--- src/rtl/wb_arb2_pkg.sv ---
// Shared types for the two-master Wishbone arbiter.
package wb_arb2_pkg;

  // Arbiter state: waiting for a request, owning the bus, or one-cycle holdoff.
  typedef enum logic [1:0] {
    ST_IDLE = 2'd0,
    ST_BUSY = 2'd1,
    ST_HOLD = 2'd2
  } arb_state_t;

  // One-hot grant vector for a 1-bit owner id (bit0 = m0).
  function automatic logic [1:0] owner_onehot(input logic own);
    return own ? 2'b10 : 2'b01;
  endfunction

endpackage

--- src/rtl/wb_arb2.sv ---
// Two-master Wishbone arbiter: round-robin grant locked for the whole cycle,
// one-cycle holdoff after each cycle, and a watchdog that aborts stalled cycles.
//
// Handshake: a master requests by raising one lane of mX_cyc and holds it (with
// addr/wdata/we stable) until it sees the matching mX_ack lane high for one
// cycle; the transfer completes in that cycle. Dropping cyc before ack abandons
// the cycle. Slaves answer wb_cyc with wb_ack in the same lane.
module wb_arb2
  import wb_arb2_pkg::*;
#(
  parameter int WB_N    = 1,
  parameter int TIMEOUT = 255,
  parameter int DL      = 32*WB_N-1,
  parameter int CL      = WB_N-1
) (
  input  logic          clk,
  input  logic          rst,
  input  logic [15:0]   m0_addr,
  input  logic [31:0]   m0_wdata,
  input  logic          m0_we,
  input  logic [CL:0]   m0_cyc,
  output logic [CL:0]   m0_ack,
  output logic [DL:0]   m0_rdata,
  input  logic [15:0]   m1_addr,
  input  logic [31:0]   m1_wdata,
  input  logic          m1_we,
  input  logic [CL:0]   m1_cyc,
  output logic [CL:0]   m1_ack,
  output logic [DL:0]   m1_rdata,
  output logic [15:0]   wb_addr,
  output logic [31:0]   wb_wdata,
  output logic          wb_we,
  output logic [CL:0]   wb_cyc,
  input  logic [CL:0]   wb_ack,
  input  logic [DL:0]   wb_rdata,
  output logic [1:0]    grant,
  output logic          timeout_err,
  input  logic          err_clr,
  output logic [1:0]    state_dbg
);

  localparam logic [31:0] ABORT_DATA = 32'hFFFF_FFFF;
  localparam logic [15:0] WDOG_LIMIT = 16'(TIMEOUT);

  arb_state_t  state;
  logic        own;
  logic        last;
  logic [15:0] wdog;

  logic        busy;
  logic        abort;
  logic        req0;
  logic        req1;
  logic        winner;
  logic [CL:0] own_cyc;
  logic [CL:0] lane_ack;

  assign state_dbg = state;

  // Arbitration decode; busy is gated by rst so a reset drops the cycle at once.
  always_comb begin
    busy    = (state == ST_BUSY) && !rst;
    own_cyc = own ? m1_cyc : m0_cyc;
    abort   = busy && (wdog == WDOG_LIMIT);
    req0    = |m0_cyc;
    req1    = |m1_cyc;
    winner  = (req0 && req1) ? ~last : req1;
  end

  // Shared-bus side: owner's request while busy, m0 otherwise (don't-care).
  always_comb begin
    wb_addr  = (busy && own) ? m1_addr  : m0_addr;
    wb_wdata = (busy && own) ? m1_wdata : m0_wdata;
    wb_we    = (busy && own) ? m1_we    : m0_we;
    wb_cyc   = (busy && !abort) ? own_cyc : '0;
    grant    = busy ? owner_onehot(own) : 2'b00;
  end

  // Master side: ack routed to the owner only; abort fakes an all-ones read.
  always_comb begin
    m0_ack   = '0;
    m1_ack   = '0;
    m0_rdata = wb_rdata;
    m1_rdata = wb_rdata;
    lane_ack = abort ? own_cyc : wb_ack;
    if (busy) begin
      if (own) m1_ack = lane_ack;
      else     m0_ack = lane_ack;
    end
    if (abort) begin
      for (int l = 0; l < WB_N; l++) begin
        if (own_cyc[l]) begin
          if (own) m1_rdata[32*l +: 32] = ABORT_DATA;
          else     m0_rdata[32*l +: 32] = ABORT_DATA;
        end
      end
    end
  end

  // Arbiter FSM, owner/last registers, watchdog and sticky timeout flag.
  always_ff @(posedge clk) begin
    if (rst) begin
      state       <= ST_IDLE;
      own         <= 1'b0;
      last        <= 1'b1;
      wdog        <= 16'd0;
      timeout_err <= 1'b0;
    end else begin
      case (state)
        ST_IDLE: begin
          if (req0 || req1) begin
            state <= ST_BUSY;
            own   <= winner;
            wdog  <= 16'd0;
          end
        end
        ST_BUSY: begin
          if (abort || (|wb_ack) || !(|own_cyc)) begin
            state <= ST_HOLD;
            last  <= own;
          end else if (wdog != WDOG_LIMIT) begin
            wdog <= wdog + 16'd1;
          end
        end
        ST_HOLD: state <= ST_IDLE;
        default: state <= ST_IDLE;
      endcase
      if (abort)        timeout_err <= 1'b1;
      else if (err_clr) timeout_err <= 1'b0;
    end
  end

endmodule

--- config.mk ---
export PLATFORM = sky130hd
export DESIGN_NAME = wb_arb2
export DESIGN_NICKNAME = d
export VERILOG_FILES = /design/src/rtl/wb_arb2_pkg.sv /design/src/rtl/wb_arb2.sv
export SDC_FILE = /design/constraint.sdc
export NUM_CORES = 1
export LEC_CHECK = 0
export CORE_AREA = 2 2 100 102
export CTS_CLUSTER_DIAMETER = 30
export DETAILED_ROUTE_END_ITERATION = 10
export DIE_AREA = 0 0 102 104
export HOLD_SLACK_MARGIN = 0.15
export PLACE_DENSITY = 0.76
export SLEW_MARGIN = 20
export SYNTH_ARGS = -nofsm -noshare
export SYNTH_HDL_FRONTEND = slang
export SYNTH_SLANG_ARGS = --single-unit
--- constraint.sdc ---
create_clock -name clk -period 2.01 [get_ports clk]
set_input_delay 0.3015 -clock clk [delete_from_list [all_inputs] [get_ports clk]]
set_output_delay 0.3015 -clock clk [all_outputs]
set_load 0.01 [all_outputs]
==> run summary, run 1 <==
DIE AREA = 10600 um^2
Peak supply drop = 207 uV
Final Hold Viols = 0
Reg2Reg Depth = 10
Std-Cell Core Area = 9550 um^2
Compound-Gate Fraction of Synth Area = 12.5%
Post-Route WL = 15400 um
crit path max fanout = 8
CP arrival = 2.24 ns
Die Ht = 104 um
vias in the first global route = 3515
Final HPWL DP = 10500 um
Die Wd = 102 um
worst r2r src = wdog[14]
Slew @ Worst Pin = 0.493 ns
global-route wire length before repair = 20800 um
Port Buffer Count = 256
gpl congestion = 0.909
largest net degree at the start of global routing = 14
CTS tree = built
CTS Buf Count = 3
Critical Path Start Type = register
GRT Util Overall = 25.8%
post-DR wirelength/cell = 20.4 um
Max Freq = 394 MHz
post-route setup TNS = -39.79 ns
Worst path slowest cell = or4_4
row count = 36
Static Leak = 3.06 nW
clk_lat worst skew = 0.27 ns
Async SR Flop Fraction = 0%
failing checks = setup timing
simple-gate share of the synthesized area = 35.7%
most used cell, CP = buf_12
DRC violations left = 0
Tmin final = 2.54 ns
worst-case clock skew = 0.00472 ns
clk slew on worst S/H paths = 0.08 ns
post-synthesis mux area share = 26.6%
Synth area leaders = mux2_2 (25%), dfxtp_1 (19%), nand2b_1 (19%)
FF-to-FF End = wdog[15]
crit-path max cell delay = 0.55 ns
starting density of the core = 22.9%
Synth-to-Final Area Change = 206%
initial antenna violation count = 3
NumNets Final = 756
cell family with most CP delay = simple AND/OR/NAND/NOR gates
Mapped Nets = 410
final instance area = 6700 um^2
RSZ-0062 raised after global routing = true
hold buffer count at CTS = 0
Area after DPL = 5200 um^2
Buf/Inv on CP = 4
1st-pass router iterations = 4
sequential share of the synthesized area = 19.2%
crit-path cells = or4_4 -> nor4_4 -> buf_4 -> nand3_4 -> buf_12 -> buf_12 -> nand2b_1 -> buf_2
cell taking the most area after synthesis = mux2_2
Overflow after GRT = 0
clk sinks = 21
Critical Path Source = wdog[14]
placed insts = 688
Routed Antenna Nets = 0
layout cells sized above 1 = 56.6%
Slew Viols, Final = 0
total power draw = 1.75 mW
clk buf depth = 2
CP Capture Type = output port
count of flip-flops with a built-in enable after synthesis = 0
xor/xnor share of the synthesized area = 0%
Pwr Density = 262 nW/um^2
Final setup viols = 131
Hold Crit Class = reg -> reg
fin cells = 754
outcome = finished, violations left
Yosys top cell area share = 25.2%
flop-to-flop setup slack = -0.26 ns
H-tree levels = 1
Post-Syn Instances = 273
distinct cell type count of the synthesized netlist = 39
period utilisation layout = 126%
via/cell ratio = 4.76
Warnings, synthesis = 0
critical path required time = 1.71 ns
critical path class = reg -> out
Main synth FF type = dfxtp_1
Syn Area/Cell = 8.02 um^2
Root Driver = clkbuf_8
Slew headroom = 66.2%
footprint of the multi-input gates = 2290 um^2
FF+latch count, synth = 21
1st-iter DRT viols = 142
Core Util, Final = 70.2%
Worst Slack Setup Final = -0.528 ns
total number of vias = 3588
I/O pins = 257
Post-Synth Adder-Cell Area = 0.571%
largest family of logic cells by synthesized area = simple AND/OR/NAND/NOR gates
CP Depth = 8
storage element area = 428 um^2
Setup crit end = m1_rdata[31]
# fillers = 680
Max-Cap Viols = 0
synthesized cell area = 2190 um^2
[layout by cell type, fill, tap and decap left out, types with 7 or more instances in the layout]
master           instances
a31oi_1                 11
mux2_4                  49
buf_6                  123
buf_4                   51
dfxtp_1                 15
nand2_1                  8
nor2_1                  10
buf_12                  12
nand2b_1                29
nand2b_4                38
buf_2                   26
nand3_1                  7
clkdlybuf4s50_1        137
[worst reg2reg max path, cell delays in order, from the launching register on]
cell and delay (ns):
dfxtp_2 0.33, or4_4 0.55, nor4_4 0.30, buf_4 0.18, buf_4 0.11, buf_6 0.10, buf_8 0.11, buf_8 0.11
o21ai_2 0.08, buf_6 0.16, a31oi_1 0.17
[how the worst min path moves through the flow]
| stage | to | depth (start not counted) | startpoint | slack [ns] |
|---|---|---|---|---|
| finish | wdog[15] | 1 | wdog[15] | 0.51 |
| global route | wdog[15] | 1 | wdog[15] | 0.55 |
| CTS | wdog[15] | 1 | wdog[15] | 0.51 |
| detailed placement | wdog[15] | 1 | wdog[15] | 0.50 |
| global placement | wdog[15] | 1 | wdog[15] | 0.46 |
| floorplan | wdog[15] | 1 | wdog[15] | 0.44 |
[flip-flops by register name, summed over array words and instances, names as in the netlist]
name,cells
wdog,16
state_dbg,2
last,1
own,1
timeout_err,1
[kinds of logic (layout without fill, tap and decap cells)]
kind of cell / Yosys count / in the layout
other cells: 0 / 3
compound gates: 43 / 43
mux: 52 / 52
buf+inv: 26 / 371
flops: 21 / 21
simple gates: 130 / 130
fa+ha+maj: 1 / 1
[Yosys cell counts (3+ instances only)]
cell type,count
clkbuf_1,7
o211ai_1,3
nand2_1,10
inv_1,6
o21ai_0,3
mux2_2,49
a31oi_1,14
nand3_1,9
nand4_1,6
a21oi_1,9
o21a_1,4
buf_2,12
nor3_1,6
nor2_1,11
dfxtp_1,21
mux2i_1,3
or4_1,4
nand2b_1,67
[layer usage]
layer  routed length (um)  up-vias  global-route usage, %
met5                    0        -                      0
met1                 5730     1668                   29.0
met3                 1540       21                   8.94
met4                  313        0                   3.52
met2                 7810      213                   47.2
li1                     -     1686                      -
[repair_timing]
action | in CTS | in global routing
resized for setup | 625 | 146
endpoints found under the setup margin | 129 | 137
cloned | 6 | 3
pin swaps | 11 | 9
setup buffers | 39 | 22
[report_power, final]
part | switching, mW | internal, mW
Combinational | 0.355 | 0.679
Clock | 0.147 | 0.142
Sequential | 0.00619 | 0.425
[cell type report]
cell class                      count  share of cell area [%]
Antenna cell                        3                   0.112
Clock buffer                        4                   0.672
Inverter                            6                   0.336
Multi-Input combinational cell    226                    34.2
Sequential cell                    21                    6.39
Tap cell                          133                    2.48
Timing Repair Buffer              361                    55.8
[through the flow]
stage / setup WS [ns] / hold slack, ns
2_1_floorplan: -0.0621 / 0.439
3_3_place_gp: -0.675 / 0.459
3_5_place_dp: -0.679 / 0.496
4_1_cts: -0.517 / 0.511
5_1_grt: -0.604 / 0.545
6_report: -0.528 / 0.507
Power figures use the tool's default switching activity.
==> run 2: changes to the inputs <==
Settings changed: SLEW_MARGIN 20 to 40.
==> results of run 2 <==
Same layout as run 1: the final DEF is identical, and so are final timing and power.
